$ cat src/rtl/ccc_div_gen.sv
// Multi-channel clock-enable / divided-clock generator on a single clock domain.
// Each channel has a programmable ratio, start delay and bypass; LOCK reports settled config.
module ccc_div_gen #(
  parameter int NUM_CH      = 3,
  parameter int DIV_W       = 5,
  parameter int DLY_W       = 5,
  parameter int LOCK_CYCLES = 16,
  localparam int CH_W       = (NUM_CH > 1) ? $clog2(NUM_CH) : 1,
  localparam int LOCK_W     = $clog2(LOCK_CYCLES + 1)
) (
  input  logic              CLK,
  input  logic              RESET,
  input  logic              CFG_WE,
  input  logic [CH_W-1:0]   CFG_CH,
  input  logic [DIV_W-1:0]  CFG_DIV,
  input  logic [DLY_W-1:0]  CFG_DLY,
  input  logic              CFG_BYPASS,
  output logic [NUM_CH-1:0] EN_OUT,
  output logic [NUM_CH-1:0] CLK_OUT,
  output logic              LOCK
);

  typedef enum logic {
    ST_DELAY = 1'b0,
    ST_RUN   = 1'b1
  } state_e;

  logic [DIV_W-1:0]  div_q   [NUM_CH];
  logic [DIV_W-1:0]  div_d   [NUM_CH];
  logic [DLY_W-1:0]  dly_q   [NUM_CH];
  logic [DLY_W-1:0]  dly_d   [NUM_CH];
  logic              bypass_q[NUM_CH];
  logic              bypass_d[NUM_CH];
  state_e            state_q [NUM_CH];
  state_e            state_d [NUM_CH];
  logic [DLY_W-1:0]  dcnt_q  [NUM_CH];
  logic [DLY_W-1:0]  dcnt_d  [NUM_CH];
  logic [DIV_W-1:0]  cnt_q   [NUM_CH];
  logic [DIV_W-1:0]  cnt_d   [NUM_CH];
  logic [DIV_W:0]    half    [NUM_CH];
  logic [LOCK_W-1:0] lock_cnt_q;
  logic [LOCK_W-1:0] lock_cnt_d;
  logic              cfg_hit;
  logic              all_run;

  // Writes addressed past the last channel are dropped, including their effect on LOCK.
  assign cfg_hit = CFG_WE && (32'(CFG_CH) < 32'(NUM_CH));

  // NOTE: every variable gets its default before any branch, so no path can leave one unassigned and infer a latch.
  always_comb begin
    all_run = 1'b1;
    for (int i = 0; i < NUM_CH; i++) begin
      div_d[i]    = div_q[i];
      dly_d[i]    = dly_q[i];
      bypass_d[i] = bypass_q[i];
      state_d[i]  = state_q[i];
      dcnt_d[i]   = dcnt_q[i];
      cnt_d[i]    = cnt_q[i];

      if (!(state_q[i] == ST_RUN || bypass_q[i])) all_run = 1'b0;

      if (cfg_hit && CFG_CH == CH_W'(i)) begin
        div_d[i]    = CFG_DIV;
        dly_d[i]    = CFG_DLY;
        bypass_d[i] = CFG_BYPASS;
        state_d[i]  = ST_DELAY;
        dcnt_d[i]   = CFG_DLY;
        cnt_d[i]    = '0;
      end else begin
        case (state_q[i])
          ST_DELAY: begin
            if (dcnt_q[i] == '0) begin
              state_d[i] = ST_RUN;
              cnt_d[i]   = '0;
            end else begin
              dcnt_d[i] = dcnt_q[i] - DLY_W'(1);
            end
          end
          ST_RUN: begin
            if (bypass_q[i] || cnt_q[i] == div_q[i]) cnt_d[i] = '0;
            else                                     cnt_d[i] = cnt_q[i] + DIV_W'(1);
          end
          default: state_d[i] = ST_DELAY;
        endcase
      end
    end

    lock_cnt_d = lock_cnt_q;
    if (cfg_hit)
      lock_cnt_d = '0;
    else if (all_run && lock_cnt_q < LOCK_W'(LOCK_CYCLES))
      lock_cnt_d = lock_cnt_q + LOCK_W'(1);
  end

  // NOTE: sequential state uses non-blocking assignments so all registers update together at the edge.
  // NOTE: the per-channel arrays are plain flops, not RAM, so they are reset like any other register.
  always_ff @(posedge CLK) begin
    if (RESET) begin
      for (int i = 0; i < NUM_CH; i++) begin
        div_q[i]    <= '0;
        dly_q[i]    <= '0;
        bypass_q[i] <= 1'b0;
        state_q[i]  <= ST_DELAY;
        dcnt_q[i]   <= '0;
        cnt_q[i]    <= '0;
      end
      lock_cnt_q <= '0;
    end else begin
      for (int i = 0; i < NUM_CH; i++) begin
        div_q[i]    <= div_d[i];
        dly_q[i]    <= dly_d[i];
        bypass_q[i] <= bypass_d[i];
        state_q[i]  <= state_d[i];
        dcnt_q[i]   <= dcnt_d[i];
        cnt_q[i]    <= cnt_d[i];
      end
      lock_cnt_q <= lock_cnt_d;
    end
  end

  // Moore decode: high phase lasts ceil(R/2) cycles; H needs one extra bit so div=max cannot wrap.
  always_comb begin
    EN_OUT  = '0;
    CLK_OUT = '0;
    for (int i = 0; i < NUM_CH; i++) begin
      half[i]    = ({1'b0, div_q[i]} + (DIV_W+1)'(2)) >> 1;
      EN_OUT[i]  = bypass_q[i] || (state_q[i] == ST_RUN && cnt_q[i] == div_q[i]);
      CLK_OUT[i] = bypass_q[i] || (state_q[i] == ST_RUN && {1'b0, cnt_q[i]} < half[i]);
    end
  end

  assign LOCK = (lock_cnt_q == LOCK_W'(LOCK_CYCLES));

endmodule

$ cat config.mk
export PLATFORM = sky130hd
export DESIGN_NAME = ccc_div_gen
export DESIGN_NICKNAME = d
export VERILOG_FILES = /design/src/rtl/ccc_div_gen.sv
export SDC_FILE = /design/constraint.sdc
export NUM_CORES = 1
export LEC_CHECK = 0
export ABC_AREA = 1
export CAP_MARGIN = 20
export CORE_MARGIN = 4
export CORE_UTILIZATION = 60
export DETAILED_ROUTE_END_ITERATION = 8
export PLACE_DENSITY_LB_ADDON = 0.12
export SLEW_MARGIN = 20
export SYNTH_ARGS = -nofsm -noshare
export SYNTH_HDL_FRONTEND = slang
export SYNTH_SLANG_ARGS = --single-unit
$ cat constraint.sdc
create_clock -name CLK -period 3.4 [get_ports CLK]
set_input_delay 0.68 -clock CLK [delete_from_list [all_inputs] [get_ports CLK]]
set_output_delay 0.68 -clock CLK [all_outputs]
set_load 0.1 [all_outputs]
==> metrics.log <==
[metrics] result of the run: finished clean
[metrics] worst-case clock skew: 5.37 ps
[metrics] worst-skew pair later-pin latency: 300 ps
[metrics] startpoint-to-endpoint class of the critical path: flop to primary output
[metrics] initial standard-cell utilization of the core: 0.621
[metrics] global-route wire length before repair: 13.0 mm
[metrics] data required time of the critical path: 2720 ps
[metrics] first-pass iteration count of the detailed router: 4
[metrics] Vias per Instance: 5.25
[metrics] vertical die dimension: 83.5 um
[metrics] Power per Cell Area: 617 nW/um2
[metrics] transition time at the pin with the least slew margin: 408 ps
[metrics] GRT Total Usage: 0.216
[metrics] Avg Cell Area, Syn: 6.80 um2
[metrics] worst hold margin: 453 ps
[metrics] final cell count without fillers: 597
[metrics] static leakage: 1.66 nW
[metrics] sequential cell area fraction in the yosys report: 0.328
[metrics] number of hold violations in the final report: 0
[metrics] critical path fanouts, max: 5
[metrics] maximum clock insertion buffer count: 2
[metrics] element type at the critical path end: primary output
[metrics] final-stage net count: 566
[metrics] Synth top area share: 0.328
[metrics] CTS Root Cell: clkbuf_8
[metrics] setup repair after global routing missed its margin: false
[metrics] via count of the first global-routing pass: 2906
[metrics] share of final-layout standard cells stronger than drive strength 1: 0.0457
[metrics] count of flip-flops with a built-in enable after synthesis: 0
[metrics] Sum Neg Setup Slack: 0 ps
[metrics] average detailed-routed wire length per instance: 12.2 um
[metrics] clock buffers created by TritonCTS: 5
[metrics] number of distinct library cells after synthesis: 25
[metrics] Placed Area: 3660 um2
[metrics] largest voltage drop on the vdd net: 428 uV
[metrics] dominant cell by count in the synthesized netlist: nand2_1
[metrics] area of the die: 6980 um2
[metrics] Final setup violation count: 0
[metrics] final critical delay including setup and external delays: 2770 ps
[metrics] DP Wirelength: 5.58 mm
[metrics] Area Growth Syn to Fin: 10.2%
[metrics] most area-hungry cell type in the Yosys netlist: dfxtp_1
[metrics] number of inserted filler cells in the final layout: 498
[metrics] final RePlAce weighted congestion: 0.880
[metrics] Post-Route WL: 7.31 mm
[metrics] Horiz. Die Dim: 83.5 um
[metrics] syn nets: 545
[metrics] number of violations reported at the end of detailed-routing iteration 0: 135
[metrics] DRC violation count after routing: 0
[metrics] Synth warnings: 0
[metrics] antenna cell count: 0
[metrics] Post-Place Cells: 589
[metrics] initial antenna violation count: 0
[metrics] Synth Register Bits: 56
[metrics] slew margin rel.: 0.727
[metrics] total of cells resized after clock tree synthesis: 0
[metrics] number of setup buffers added after CTS: 0
[metrics] critical path startpoint category: flop
[metrics] Mapped Cells: 503
[metrics] TritonCTS clock tree: done
[metrics] Max Clk Rate: 361 MHz
[metrics] pin count of the biggest net entering global routing: 21
[metrics] count of input and output buffers: 22
[metrics] number of max-cap violations: 0
[metrics] data arrival time of the critical path: 2090 ps
[metrics] fraction of registers with async set or reset after synthesis: 0
[metrics] H-tree lvl count: 2
[metrics] final cycle utilization of the critical path: 0.814
[metrics] Site Rows: 27
[metrics] clock sink total: 56
[metrics] Final Max Tran Viols: 0
[metrics] number of hold-repair buffers added at the cts stage: 0
[metrics] CORE AREA: 5510 um2
[metrics] worst min-delay path class: flop to flop
[metrics] cell types with the largest area share after synthesis: dfxtp_1, nand2_1, ha_1, nand3_1, inv_1
[metrics] dominant synthesized flop cell: dfxtp_1
[metrics] Post-synth top cells: nand2_1, inv_1, dfxtp_1, nand3_1, a21oi_1
[metrics] clock-pin slew of the registers on the worst-case setup and hold paths: 90 ps
[metrics] Syn Std Cell Area: 3420 um2
[metrics] via count: 3135
[metrics] Final Instance Area: 3770 um2
[metrics] I/O Pins: 23
[metrics] antenna violation net count after detailed routing: 0
[metrics] total grt overflow: 0
[power by group]
part           internal (W)  switching [W]
clock              0.000219       0.000205
sequential         0.000755      0.0000898
combinational      0.000319       0.000737
[flip-flops by register name, indices dropped and copies added (netlist names)]
| signal | count |
|---|---|
| bypass_q | 3 |
| cnt_q | 15 |
| dcnt_q | 15 |
| div_q | 15 |
| lock_cnt_q | 5 |
| state_q | 3 |
[path summary, 6_finish.rpt]
kind	slack [ps]	endpoint	from	cells after the start
max	630	CLK_OUT[2]	div_q[0][11]$_SDFFE_PP0P_	7
min	450	dcnt_q[0][0]$_SDFFE_PP0P_	dcnt_q[0][0]$_SDFFE_PP0P_	1
max reg2reg	1910	dcnt_q[0][3]$_SDFFE_PP0P_	dcnt_q[0][0]$_SDFFE_PP0P_	9
min reg2reg	450	dcnt_q[0][0]$_SDFFE_PP0P_	dcnt_q[0][0]$_SDFFE_PP0P_	1
[critical path: stages, from the launching register on]
cell and delay (ps):
dfxtp_1 420, ha_1 210, nand3_1 90, ha_1 320
a211oi_1 240, o221ai_1 140, nand2_1 70, buf_4 290
[area by class of cell]
class | count | area, um2 | area share
clock buffer | 6 | 72.6 | 0.0192
clock inverter | 2 | 35.0 | 0.00929
inverter | 71 | 267 | 0.0706
multi-input combinational | 367 | 1980 | 0.524
sequential | 56 | 1120 | 0.297
tap | 72 | 90.1 | 0.0239
timing repair buffer | 23 | 210 | 0.0557
[cells in the final DEF, fill, tap and decap left out, types with 9 or more instances in the layout]
cell type,instances
nor2_1,38
ha_1,26
inv_1,65
nand2_1,125
xnor2_1,11
dfxtp_1,56
clkdlybuf4s50_1,15
o21ai_0,28
a21oi_1,45
nand3_1,51
xor2_1,9
[kinds of logic (layout without fill, tap and decap cells)]
group	count (synthesis)	count (layout)	synth area share
fa+ha+maj	26	26	0.0951
compound gates	92	92	0.146
buf+inv	80	102	0.0947
simple gates	229	229	0.286
flops	56	56	0.328
xor+xnor	20	20	0.0512
[through the flow]
stage               setup slack [ps]  total power, W   util
finish                           632         0.00233  0.685
global route                     446         0.00251  0.685
CTS                              629         0.00233  0.685
detailed placement               950         0.00191  0.666
global placement                1000         0.00189  0.666
floorplan                        133         0.00167      -
[routing by layer]
| layer | wire [um] | GRT usage |
|---|---|---|
| met1 | 3600 | 0.294 |
| met2 | 3400 | 0.363 |
| met3 | 244 | 0.0276 |
| met4 | 68 | 0.0570 |
| met5 | 0 | 0 |
Note: power is estimated with default switching activity, not from simulation.
